<file path="src/rtl/ebm_mdq.sv">
// ebm_mdq: egress buffer manager with a metadata queue.
// Buffer IDs from eos metadata are queued. One read request per ID goes to
// data_cache, the returned words are forwarded downstream, and each packet
// is closed with a good/bad verdict. The optional wait-for-data timeout is
// enabled with the EBM_TIMEOUT_EN macro (disabled by default).
module ebm_mdq #(
  parameter int DATA_W    = 134,
  parameter int ID_W      = 8,
  parameter int MD_W      = 12,
  parameter int MDQ_DEPTH = 4,
  parameter int TIMEOUT   = 255
) (
  input  logic              clk,
  input  logic              rst_n,
  input  logic [MD_W-1:0]   in_md,
  input  logic              in_md_wr,
  output logic              out_mdq_full,
  output logic [ID_W-1:0]   out_id,
  output logic              out_id_wr,
  input  logic [DATA_W-1:0] in_data,
  input  logic              in_data_wr,
  input  logic              in_valid,
  input  logic              in_valid_wr,
  output logic [DATA_W-1:0] out_data,
  output logic              out_data_wr,
  output logic              out_valid,
  output logic              out_valid_wr,
  output logic [31:0]       out_pkt_cnt,
  output logic [15:0]       out_md_drop_cnt,
  output logic [15:0]       out_to_cnt
);

  localparam int PTR_W = $clog2(MDQ_DEPTH);
  localparam int CNT_W = PTR_W + 1;
  localparam logic [CNT_W-1:0] FULL_CNT = CNT_W'(MDQ_DEPTH);
  localparam logic [1:0] TYPE_HEAD = 2'b01;
  localparam logic [1:0] TYPE_TAIL = 2'b10;

  typedef enum logic [1:0] {IDLE = 2'd0, WAIT = 2'd1, TRAN = 2'd2} state_t;

  state_t           state;
  logic [ID_W-1:0]  mem [MDQ_DEPTH];
  logic [PTR_W-1:0] wr_ptr;
  logic [PTR_W-1:0] rd_ptr;
  logic [CNT_W-1:0] count;
  logic [CNT_W-1:0] count_next;
  logic             error;
  logic             push;
  logic             pop;
  logic [1:0]       word_type;
  logic             is_tail;
  logic             err_now;

  // Only the low ID_W metadata bits carry the buffer ID; the rest is ignored.
  generate
    if (MD_W > ID_W) begin : g_md_extra
      logic md_unused;
      assign md_unused = ^in_md[MD_W-1:ID_W];
    end
  endgenerate

  // Queue handshakes, word decode and the error flag as seen this cycle.
  always_comb begin
    push      = in_md_wr && (count != FULL_CNT);
    pop       = (state == IDLE) && (count != '0);
    word_type = in_data[DATA_W-1 -: 2];
    is_tail   = in_data_wr && (word_type == TYPE_TAIL);
    err_now   = error
              | (in_valid_wr & ~in_valid)
              | ((state == TRAN) && in_data_wr && (word_type == TYPE_HEAD));
    count_next = count;
    case ({push, pop})
      2'b10:   count_next = count + 1'b1;
      2'b01:   count_next = count - 1'b1;
      default: count_next = count;
    endcase
  end

  // Queue storage; contents need no reset since the count marks validity.
  always_ff @(posedge clk) begin
    if (push) mem[wr_ptr] <= in_md[ID_W-1:0];
  end

  // Queue pointers, occupancy, registered full flag and drop statistics.
  always_ff @(posedge clk or negedge rst_n) begin
    if (!rst_n) begin
      wr_ptr          <= '0;
      rd_ptr          <= '0;
      count           <= '0;
      out_mdq_full    <= 1'b0;
      out_md_drop_cnt <= '0;
    end else begin
      if (push) wr_ptr <= wr_ptr + 1'b1;
      if (pop)  rd_ptr <= rd_ptr + 1'b1;
      count        <= count_next;
      out_mdq_full <= (count_next == FULL_CNT);
      if (in_md_wr && !push && (out_md_drop_cnt != 16'hFFFF))
        out_md_drop_cnt <= out_md_drop_cnt + 16'd1;
    end
  end

`ifdef EBM_TIMEOUT_EN
  logic [15:0] to_cnt;
`else
  localparam int timeout_unused = TIMEOUT;
  assign out_to_cnt = '0;
`endif

  // Packet FSM: issues ID requests, forwards words and emits verdicts.
  always_ff @(posedge clk or negedge rst_n) begin
    if (!rst_n) begin
      state        <= IDLE;
      error        <= 1'b0;
      out_id       <= '0;
      out_id_wr    <= 1'b0;
      out_data     <= '0;
      out_data_wr  <= 1'b0;
      out_valid    <= 1'b0;
      out_valid_wr <= 1'b0;
      out_pkt_cnt  <= '0;
`ifdef EBM_TIMEOUT_EN
      to_cnt       <= '0;
      out_to_cnt   <= '0;
`endif
    end else begin
      out_id_wr    <= 1'b0;
      out_data     <= '0;
      out_data_wr  <= 1'b0;
      out_valid    <= 1'b0;
      out_valid_wr <= 1'b0;
      case (state)
        IDLE: begin
          if (pop) begin
            out_id    <= mem[rd_ptr];
            out_id_wr <= 1'b1;
            error     <= 1'b0;
            state     <= WAIT;
`ifdef EBM_TIMEOUT_EN
            to_cnt    <= '0;
`endif
          end
        end
        WAIT, TRAN: begin
          error <= err_now;
          if (in_data_wr) begin
            out_data    <= in_data;
            out_data_wr <= 1'b1;
            if (is_tail) begin
              out_valid_wr <= 1'b1;
              out_valid    <= ~err_now;
              if (!err_now) out_pkt_cnt <= out_pkt_cnt + 32'd1;
              state <= IDLE;
            end else begin
              state <= TRAN;
            end
          end
`ifdef EBM_TIMEOUT_EN
          else if (state == WAIT) begin
            if (to_cnt == 16'(TIMEOUT - 1)) begin
              out_valid_wr <= 1'b1;
              out_valid    <= 1'b0;
              if (out_to_cnt != 16'hFFFF) out_to_cnt <= out_to_cnt + 16'd1;
              state <= IDLE;
            end else begin
              to_cnt <= to_cnt + 16'd1;
            end
          end
`endif
        end
        default: state <= IDLE;
      endcase
    end
  end

endmodule
</file>
<file path="config.mk">
export PLATFORM = sky130hd
export DESIGN_NAME = ebm_mdq
export DESIGN_NICKNAME = d
export VERILOG_FILES = /design/src/rtl/ebm_mdq.sv
export SDC_FILE = /design/constraint.sdc
export NUM_CORES = 1
export LEC_CHECK = 0
export BUFFER_PORTS_ARGS = -buffer_cell sky130_fd_sc_hd__buf_2
export CAP_MARGIN = 30
export CELL_PAD_IN_SITES_DETAIL_PLACEMENT = 0
export CELL_PAD_IN_SITES_GLOBAL_PLACEMENT = 1
export CORE_ASPECT_RATIO = 1.4
export CORE_MARGIN = 2
export CORE_UTILIZATION = 40
export DETAILED_ROUTE_END_ITERATION = 10
export GPL_TIMING_DRIVEN = 0
export PLACE_DENSITY_LB_ADDON = 0.1
export SLEW_MARGIN = 20
export SYNTH_ARGS = -nofsm -noshare
export SYNTH_HDL_FRONTEND = slang
export SYNTH_SLANG_ARGS = --single-unit
</file>
<file path="constraint.sdc">
create_clock -name clk -period 4 [get_ports clk]
set_clock_uncertainty 0.15 [all_clocks]
set_input_delay 0.8 -clock clk [delete_from_list [all_inputs] [get_ports clk]]
set_output_delay 0.8 -clock clk [all_outputs]
set_load 0.05 [all_outputs]
</file>
==> results.md <==
- Clock Path Buffers: 3
- Final wirelength: 24.2 mm
- Worst setup SP type: flip-flop
- Die span in x: 131 µm
- Clock root cell: clkbuf_16
- Grt ovf: 0
- Worst-skew pair later-pin latency: 0.51 ns
- Status: finished, final reports clean
- Final net count: 1207
- Main flop type after synthesis: dfrtp_1
- Slew Limit Fails: 0
- Final worst slack: 1.37 ns
- Clock-pin slew on the worst setup and hold paths: 0.07 ns
- Worst setup EP type: flip-flop
- DRC: 0
- Non-Filler Instances: 1361
- Max transition margin: 59.5%
- Mean Syn Cell Area: 13.6 µm²
- Post-DR vias/cell: 4.72
- PortBufs: 342
- Initial Util: 40.9%
- PD cells: 741 nW/µm²
- DRT iter0 DRCs: 304
- Share of layout cells above drive strength 1: 41.4%
- Peak VDD IR: 0.531 mV
- Core area: 21900 µm²
- GR Util All Layers: 20.6%
- Met2 usage: 35.6%
- Sequential share of the synthesized area: 67.9%
- Max Fanout on Critical Path: 11
- Met3 Use GR: 7.76%
- Final Hold Vio Count: 0
- Die height: 181 µm
- Worst Path Required: 4.27 ns
- DP HPWL: 18.2 mm
- Final-report setup violation count: 0
- RSZ-0062 raised after global routing: false
- Synth Warn #: 0
- # clock sinks: 237
- Placed Cells: 1313
- HP Class: reg -> reg
- CTS HTree Levels: 1
- GRT met1 Usage: 23.1%
- Die area: 23600 µm²
- First-pass GRT wire length: 37.6 mm
- Post-synth cell types: 39
- FP Rows: 64
- Post-layout min period: 2.63 ns
- Busiest layer in global routing: met2
- Setup TNS: 0 ns
- Area growth, synth to finish: 34.2%
- Wirelength per Cell: 17.8 µm
- Initial antenna violation count: 5
- Num ports: 363
- Post-synth EDFFs: 32
- Gpl congestion: 0.789
- Cts repair resizes: 0
- WS Path Type: reg -> reg
- Initial DRT Pass Iterations: 4
- TritonCTS clock tree: built
- Max Clock Freq: 381 MHz
- Vias in the first global route: 6765
- Share of the core filled with cells: 54.9%
- Asr flop ratio synth: 86.5%
- #FFs+latches synth: 237
- Dpl ws: 1.17 ns
- Worst-Margin Slew: 0.604 ns
- Pin count of the biggest net entering global routing: 98
- Vias: 6421
- Mapped cell area: 8970 µm²
- Max cap viols: 0
- CP arrival: 2.90 ns
- CTS Buf Count: 24
- Leakage: 0.00678 µW
- Post-Synthesis Cells: 657
- Number of routed nets with antenna violations: 0
- Final Cycle Share: 65.7%
[cells in the final DEF (no fill, tap or decap), drive strengths merged, types with 2 or more instances in the layout]
master | netlist | layout
buf | 21 | 365
dfrtp | 205 | 205
and3 | 139 | 139
clkbuf | 34 | 63
xor2 | 34 | 34
edfxtp | 32 | 32
nand2 | 24 | 24
nor4 | 20 | 20
nand3 | 18 | 18
inv | 17 | 17
xnor2 | 16 | 16
conb | 1 | 16
nand4 | 13 | 13
nor3 | 12 | 12
mux2 | 11 | 11
ha | 11 | 11
clkinv | 0 | 10
mux4 | 8 | 8
nor2 | 6 | 6
and2 | 6 | 6
nand2b | 5 | 5
o21ai | 4 | 4
bufinv | 0 | 4
diode | 0 | 3
or2 | 3 | 3
and4 | 3 | 3
a31oi | 2 | 2
nor3b | 2 | 2
nand4b | 2 | 2
nor4b | 2 | 2
[cell families (layout without fill, tap and decap cells)]
kind of cell	Yosys count	in the layout	share of synthesized area [%]
AND/OR/NAND/NOR	258	258	17.7
flip-flops	237	237	67.9
buffers and inverters	72	461	3.78
XOR/XNOR	50	50	4.88
multiplexers	19	19	3.39
adder cells (fa/ha/maj)	12	12	1.76
AO/OA/AOI/OAI	8	8	0.530
other	1	19	0.0418
[routing by layer]
layer	part of all wire (%)	vias up
met5	0.14	-
met4	3.2	6
met3	9.7	49
met2	50	258
met1	37	3072
li1	-	3036
[worst max-delay path, cell delays in order (launching register included)]
cell and delay, ns:
dfrtp_1 0.40, inv_1 0.10, ha_1 0.21, nand2b_1 0.13, inv_2 0.24, ha_1 0.24
inv_1 0.06, fa_1 0.37, xor2_1 0.15, nor2_1 0.11, xor2_1 0.18, nor3b_1 0.20
[timing repair]
action | CTS | global route
hold buffers | 1 | 0
setup buffers | 0 | 0
endpoints found under the setup margin | 0 | 0
endpoints found under the hold margin | 26 | 0
[cells in the mapped netlist (2+ instances only)]
library cell,instances,share of area [%]
nor4_2,3,0.42
inv_1,16,0.67
ha_1,11,1.5
and3_1,139,9.7
nand2b_1,5,0.35
and2_1,6,0.42
nor4b_1,2,0.20
buf_2,4,0.22
nand4b_1,2,0.20
nand4_1,12,0.84
nand3_2,3,0.33
nor4_1,16,1.1
clkbuf_1,34,1.4
edfxtp_1,32,11
nor3_1,12,0.67
xnor2_1,16,1.6
nand2_1,24,1.0
mux4_2,8,2.0
buf_4,17,1.4
a31oi_1,2,0.14
o21ai_0,4,0.22
nor3b_1,2,0.17
and4_1,3,0.29
dfrtp_1,205,57
nor2_1,6,0.25
or2_2,3,0.21
xor2_1,34,3.3
nand3_1,15,0.84
mux2_2,11,1.4
[final timing paths]
check / cells after the start / slack, ns / endpoint / from
worst max-delay path: 11 / 1.37 / out_mdq_full$_DFF_PN0_ / state[0]$_DFFE_PN0P_
worst min-delay path: 1 / 0.32 / out_pkt_cnt[31]$_DFFE_PN0P_ / out_pkt_cnt[31]$_DFFE_PN0P_
worst max register to register: 11 / 1.37 / out_mdq_full$_DFF_PN0_ / state[0]$_DFFE_PN0P_
worst min register to register: 1 / 0.32 / out_pkt_cnt[31]$_DFFE_PN0P_ / out_pkt_cnt[31]$_DFFE_PN0P_
max in group asynchronous: 3 / 2.37 / out_data[125]$_DFF_PN0_ / rst_n
min in group asynchronous: 2 / 0.59 / out_id[0]$_DFFE_PN0P_ / rst_n
[through the flow]
stage / hold WS (ns) / area (µm²) / total power (µW)
final: 0.319 / 12000 / 8920
after global routing: 0.344 / 12000 / 9380
after CTS: 0.323 / 12000 / 9040
after detailed placement: 0.306 / 11200 / 6620
after global placement: 0.309 / 11100 / 6600
after floorplan: 0.346 / 9020 / 5650
[power by group]
part           leakage (µW)  internal (µW)  switching (µW)
clock network      0.000424           1450             932
logic               0.00332            867            2510
registers           0.00304           2970             195
total               0.00678           5280            3640
[registers in the layout, summed over array words and instances (netlist names), 2 cells and up]
| register | cells |
|---|---|
| out_pkt_cnt | 32 |
| out_md_drop_cnt | 16 |
| out_data | 134 |
| out_id | 8 |
| mem | 32 |
| count | 3 |
| wr_ptr | 2 |
| state | 2 |
| rd_ptr | 2 |
[final cells by class]
class | count | area, µm²
sequential | 237 | 6090
timing repair buffer | 345 | 1790
multi-input combinational | 363 | 2590
fill | 1979 | 9900
antenna | 3 | 7.51
buffer | 55 | 275
inverter | 17 | 63.8
clock buffer | 29 | 671
tap | 297 | 372
clock inverter | 15 | 176
No activity file was read; power rests on OpenSTA's default activity.
